===== src/rtl/uart_rx.sv =====
// rtl/uart_rx.sv - 8N1 UART receiver; samples mid-bit with a reloadable baud counter.
module uart_rx #(
  parameter int BAUD_DIV = 104
) (
  input  logic       clk,
  input  logic       rstn,
  input  logic       rx,
  output logic [7:0] data,
  output logic       rcv,
  output logic       ferr,
  output logic       busy
);

  localparam int CW = $clog2(BAUD_DIV);
  localparam logic [CW-1:0] HALF_RELOAD = CW'(BAUD_DIV / 2 - 1);
  localparam logic [CW-1:0] FULL_RELOAD = CW'(BAUD_DIV - 1);

  typedef enum logic [2:0] {
    S_IDLE,
    S_START,
    S_DATA,
    S_STOP,
    S_BREAK
  } state_t;

  state_t          state_q;
  logic            sync_q;
  logic            rxs_q;
  logic [CW-1:0]   cnt_q;
  logic [CW-1:0]   reload_q;
  logic [2:0]      bitcnt_q;
  logic [7:0]      shift_q;
  logic [7:0]      data_q;
  logic            rcv_q;
  logic            ferr_q;
  logic            tick;

  // Two-flop synchronizer; resets to the idle line level.
  always_ff @(posedge clk or negedge rstn) begin
    if (!rstn) begin
      sync_q <= 1'b1;
      rxs_q  <= 1'b1;
    end else begin
      sync_q <= rx;
      rxs_q  <= sync_q;
    end
  end

  assign tick = (cnt_q == reload_q);

  always_ff @(posedge clk or negedge rstn) begin
    if (!rstn) begin
      state_q  <= S_IDLE;
      cnt_q    <= '0;
      reload_q <= '0;
      bitcnt_q <= 3'd0;
      shift_q  <= 8'h00;
      data_q   <= 8'h00;
      rcv_q    <= 1'b0;
      ferr_q   <= 1'b0;
    end else begin
      rcv_q  <= 1'b0;
      ferr_q <= 1'b0;

      // Counter is parked at zero whenever no sample point is pending.
      if (state_q == S_IDLE || state_q == S_BREAK || tick) begin
        cnt_q <= '0;
      end else begin
        cnt_q <= cnt_q + 1'b1;
      end

      case (state_q)
        S_IDLE: begin
          if (!rxs_q) begin
            reload_q <= HALF_RELOAD;
            state_q  <= S_START;
          end
        end
        S_START: begin
          if (tick) begin
            if (rxs_q) begin
              state_q <= S_IDLE;
            end else begin
              reload_q <= FULL_RELOAD;
              bitcnt_q <= 3'd0;
              state_q  <= S_DATA;
            end
          end
        end
        S_DATA: begin
          if (tick) begin
            shift_q  <= {rxs_q, shift_q[7:1]};
            bitcnt_q <= bitcnt_q + 3'd1;
            if (bitcnt_q == 3'd7) begin
              state_q <= S_STOP;
            end
          end
        end
        S_STOP: begin
          // Leaving at mid-stop-bit lets a back-to-back start edge be caught.
          if (tick) begin
            if (rxs_q) begin
              data_q  <= shift_q;
              rcv_q   <= 1'b1;
              state_q <= S_IDLE;
            end else begin
              ferr_q  <= 1'b1;
              state_q <= S_BREAK;
            end
          end
        end
        S_BREAK: begin
          if (rxs_q) begin
            state_q <= S_IDLE;
          end
        end
        default: state_q <= S_IDLE;
      endcase
    end
  end

  assign data = data_q;
  assign rcv  = rcv_q;
  assign ferr = ferr_q;
  assign busy = (state_q != S_IDLE);

endmodule


===== config.mk =====
export PLATFORM = sky130hd
export DESIGN_NAME = uart_rx
export DESIGN_NICKNAME = d
export VERILOG_FILES = /design/src/rtl/uart_rx.sv
export SDC_FILE = /design/constraint.sdc
export NUM_CORES = 1
export LEC_CHECK = 0
export CAP_MARGIN = 20
export CORE_MARGIN = 3
export CORE_UTILIZATION = 55
export DETAILED_ROUTE_END_ITERATION = 6
export PLACE_DENSITY = 0.85
export SLEW_MARGIN = 25
export SYNTH_ARGS = -nofsm -noshare
export SYNTH_HDL_FRONTEND = slang
export SYNTH_SLANG_ARGS = --single-unit
export TNS_END_PERCENT = 100

===== constraint.sdc =====
create_clock -name clk -period 2.8 [get_ports clk]
set_clock_uncertainty 0.05 [all_clocks]
set_input_delay 0.28 -clock clk [delete_from_list [all_inputs] [get_ports clk]]
set_output_delay 0.28 -clock clk [all_outputs]
set_load 0.02 [all_outputs]

==> results.py <==
metrics = {
    "sta": {
        "timing.hold.ws_ns": 0.295,
        "setup_repair_after_global_routing_missed_its_margin": "no",
        "finalCritPeriodShare_pct": 87.5,
        "setup-violations-final": 0,
        "final_period_minus_worst_setup_slack_ns": 2.45,
        "worst_pin_slew_ns": 0.592,
        "report.final.slew_viol_count": 0,
        "fin_tns_setup_ns": 0,
        "final_hold_violation_count": 0,
        "maxClockFrequency_ghz": 0.408,
        "worst_slew_margin_rel_pct": 60.2,
    },
    "routing": {
        "drc": 0,
        "num_vias": 1009,
        "routed_wl_um": 2530,
        "via_density": 5.80,
        "route.detailed.wl_per_inst_um": 14.5,
        "drt-pass1-iter-count": 4,
        "drt_iter0_markers": 28,
        "final_antenna_net_count": 0,
    },
    "logic_synthesis": {
        "synth-seq-area-share_pct": 57.7,
        "synth.yosys.warnings": 0,
        "synth_area_in_adders_pct": 2.40,
        "synthXorXnorAreaFrac_pct": 3.36,
        "synth.distinct_cells": 35,
        "netlist.area_leader.share_pct": 54.4,
        "synth_top_area_cell": "dfrtp_1",
        "syn-num-nets": 130,
        "postSynthRegisterBits": 36,
        "synth-compound-area-share_pct": 7.91,
        "synth.most_common_cell": "dfrtp_1",
        "synth-edff-count": 0,
        "synthSimpleGateAreaFrac_pct": 15.2,
        "syn_inst": 124,
        "synth_area_leaders": "dfrtp_1, mux2_2, dfstp_2",
        "synth.avg_cell_area_um2": 12.6,
        "synth.cells.most_frequent": "dfrtp_1, mux2_2, nor2_1",
        "synth_mux_area_share_pct": 12.2,
        "postSynth.topFlopCell": "dfrtp_1",
        "synthesis.area_mm2": 0.00157,
        "combinational_family_with_the_most_area_after_synthesis": "simple AND/OR/NAND/NOR gates",
        "async_flop_share_pct": 100,
    },
    "die": {
        "die_height_um": 59.3,
        "io_pins": 14,
        "design.die.area_mm2": 0.00352,
        "fp.dieW_um": 59.3,
        "core_region_mm2": 0.00259,
        "core.rowCount": 18,
        "floorplan.initialDensity_pct": 60.4,
    },
    "grt": {
        "number_of_antenna_violations_at_the_first_check_in_global_routing": 0,
        "grt_use_total_pct": 16.9,
        "grt_pass1_vias": 992,
        "grt_max_degree": 37,
        "grt_overflow_total": 0,
        "grt_first_pass_wirelength_um": 4430,
    },
    "setup_path": {
        "regToRegEndpoint": "data[6]",
        "criticalPathCategory": "reg -> reg",
        "critPathCapture": "data[6]",
        "cp_max_fo": 9,
        "timing.critical_path.slowest_cell_delay_ns": 0.63,
        "worstSetupStartpointType": "flip-flop",
        "required_ns": 2.97,
        "crit_arrival_ns": 2.62,
        "rr_worst_depth": 4,
        "path_cells": "or4_4, and2_0, nor4_4, mux2_2",
        "reg2reg_setup_slack_ns": 0.35,
        "worst_setup_path_startpoint": "cnt_q[1]",
        "crit_end_element": "flip-flop",
        "worst_r2r_startpoint": "cnt_q[1]",
        "timing.critical_path.slowest_stage_cell": "nor4_4",
    },
    "clocking": {
        "numCtsBuffers": 5,
        "number_of_hold_buffers_added_after_cts": 0,
        "worst_setup_hold_path_clk_slew_ns": 0.10,
        "clkSinkCount": 36,
        "cts_repair_resize_count": 0,
        "worstSkewPairLatency_ns": 0.34,
        "clock_tree_from_tritoncts": "built",
        "cts_buffer_depth": 2,
        "clock-root-buffer": "clkbuf_4",
        "htreeDepth": 2,
        "post-cts-setup-buffer-count": 0,
    },
    "power_and_ir_drop": {
        "p_per_area_mw_per_mm2": 459,
        "leakage_nw": 0.821,
        "share_seq_of_total_power_pct": 63.5,
        "switching_share_pct": 21.3,
        "power_switching_uw": 176,
        "p_int_uw": 649,
        "vdd_ir_max_v": 0.000444,
        "clockPowerShare_pct": 34.6,
        "power.share.combinational_pct": 1.8,
    },
    "layout": {
        "final_net_count": 149,
        "finalCoreUtilization_pct": 69.4,
        "area_growth_syn_to_layout_pct": 14.9,
        "n_fill_cell": 180,
        "antennaDiodeCount": 0,
        "layout_cells_sized_above_1_pct": 21.5,
    },
    "placed_design": {
        "dp_hpwl_um": 1840,
        "place_congestion": 0.799,
        "port-buffer-count": 13,
    },
    "outcome": {
        "run_status": "finished, final reports clean",
    },
    "min_path": {
        "min_path_type": "in -> reg",
        "min_delay_path_depth": 1,
    },
    "flow_run": {
        "cap_violations": 0,
    },
}
==> metal layers <==
layer	routed length [um]	GRT usage [%]	share of wire, %	vias to the layer above
met5	0	0	0	-
met4	23	3.88	0.91	0
met3	100	6.54	4.0	4
met2	1270	26.4	50	17
met1	1140	22.1	45	500
li1	-	-	-	488
==> worst min path at each step <==
stage | startpoint | to | slack [ns]
finish | rx | sync_q | 0.29
global placement | sync_q | rxs_q | 0.30
CTS | rx | sync_q | 0.28
floorplan | rstn | bitcnt_q[0] | -0.07
detailed placement | sync_q | rxs_q | 0.30
global route | rx | sync_q | 0.26
==> cell type report <==
class,count,area [um^2],share of cell area [%]
well taps,30,37.5,2.09
multi-input cells,83,642,35.7
inverters,2,7.51,0.418
clock buffers,7,55.1,3.06
clock inverters,1,7.51,0.418
repair buffers,15,145,8.07
flip-flops and latches,36,903,50.2
==> state kept, by name (all words and copies together) (netlist names) <==
| register | count |
|---|---|
| bitcnt_q | 3 |
| cnt_q | 7 |
| data | 8 |
| ferr | 1 |
| rcv | 1 |
| reload_q | 3 |
| rxs_q | 1 |
| shift_q | 8 |
| state_q | 3 |
| sync_q | 1 |
==> kinds of logic after synthesis <==
logic type | after synthesis
AND/OR/NAND/NOR | 39
XOR/XNOR | 6
multiplexers | 17
buffers and inverters | 5
flip-flops | 36
adder cells (fa/ha/maj) | 3
AO/OA/AOI/OAI | 18
==> metrics by stage <==
stage | instances | worst slack [ns] | power (mW) | area [um^2]
3_3_place_gp | 166 | 0.408 | 0.550 | 1740
5_1_grt | 174 | 0.202 | 0.860 | 1800
2_1_floorplan | 124 | 0.537 | 0.536 | 1570
6_report | 174 | 0.350 | 0.825 | 1800
3_5_place_dp | 166 | 0.354 | 0.550 | 1740
4_1_cts | 174 | 0.347 | 0.837 | 1800
==> power by group through the flow <==
stage / sequential (mW) / combinational [mW] / clock, mW
2_1_floorplan: 0.534 / 0.00203 / 0
3_3_place_gp: 0.534 / 0.0158 / 0
3_5_place_dp: 0.534 / 0.0160 / 0
4_1_cts: 0.524 / 0.0161 / 0.296
5_1_grt: 0.524 / 0.0173 / 0.318
6_report: 0.524 / 0.0151 / 0.286
==> cells in the final DEF, fill, tap and decap left out, types with 3 or more instances in the layout <==
master / instances
nand3_1: 6
o21ai_0: 6
xnor2_1: 3
clkdlybuf4s50_1: 13
clkbuf_4: 5
mux2_2: 16
dfrtp_1: 34
ha_1: 3
or3_1: 4
nand2_1: 3
nor2_1: 11
nor3_1: 3
xor2_1: 3
==> critical path, delay by kind of cell, from the launching register on <==
kind / cells / cell delay, ns
DFF: 1 / 0.42
and+or+nand+nor: 3 / 1.48
muxes: 1 / 0.40
Note: power is estimated with default switching activity, not from simulation.
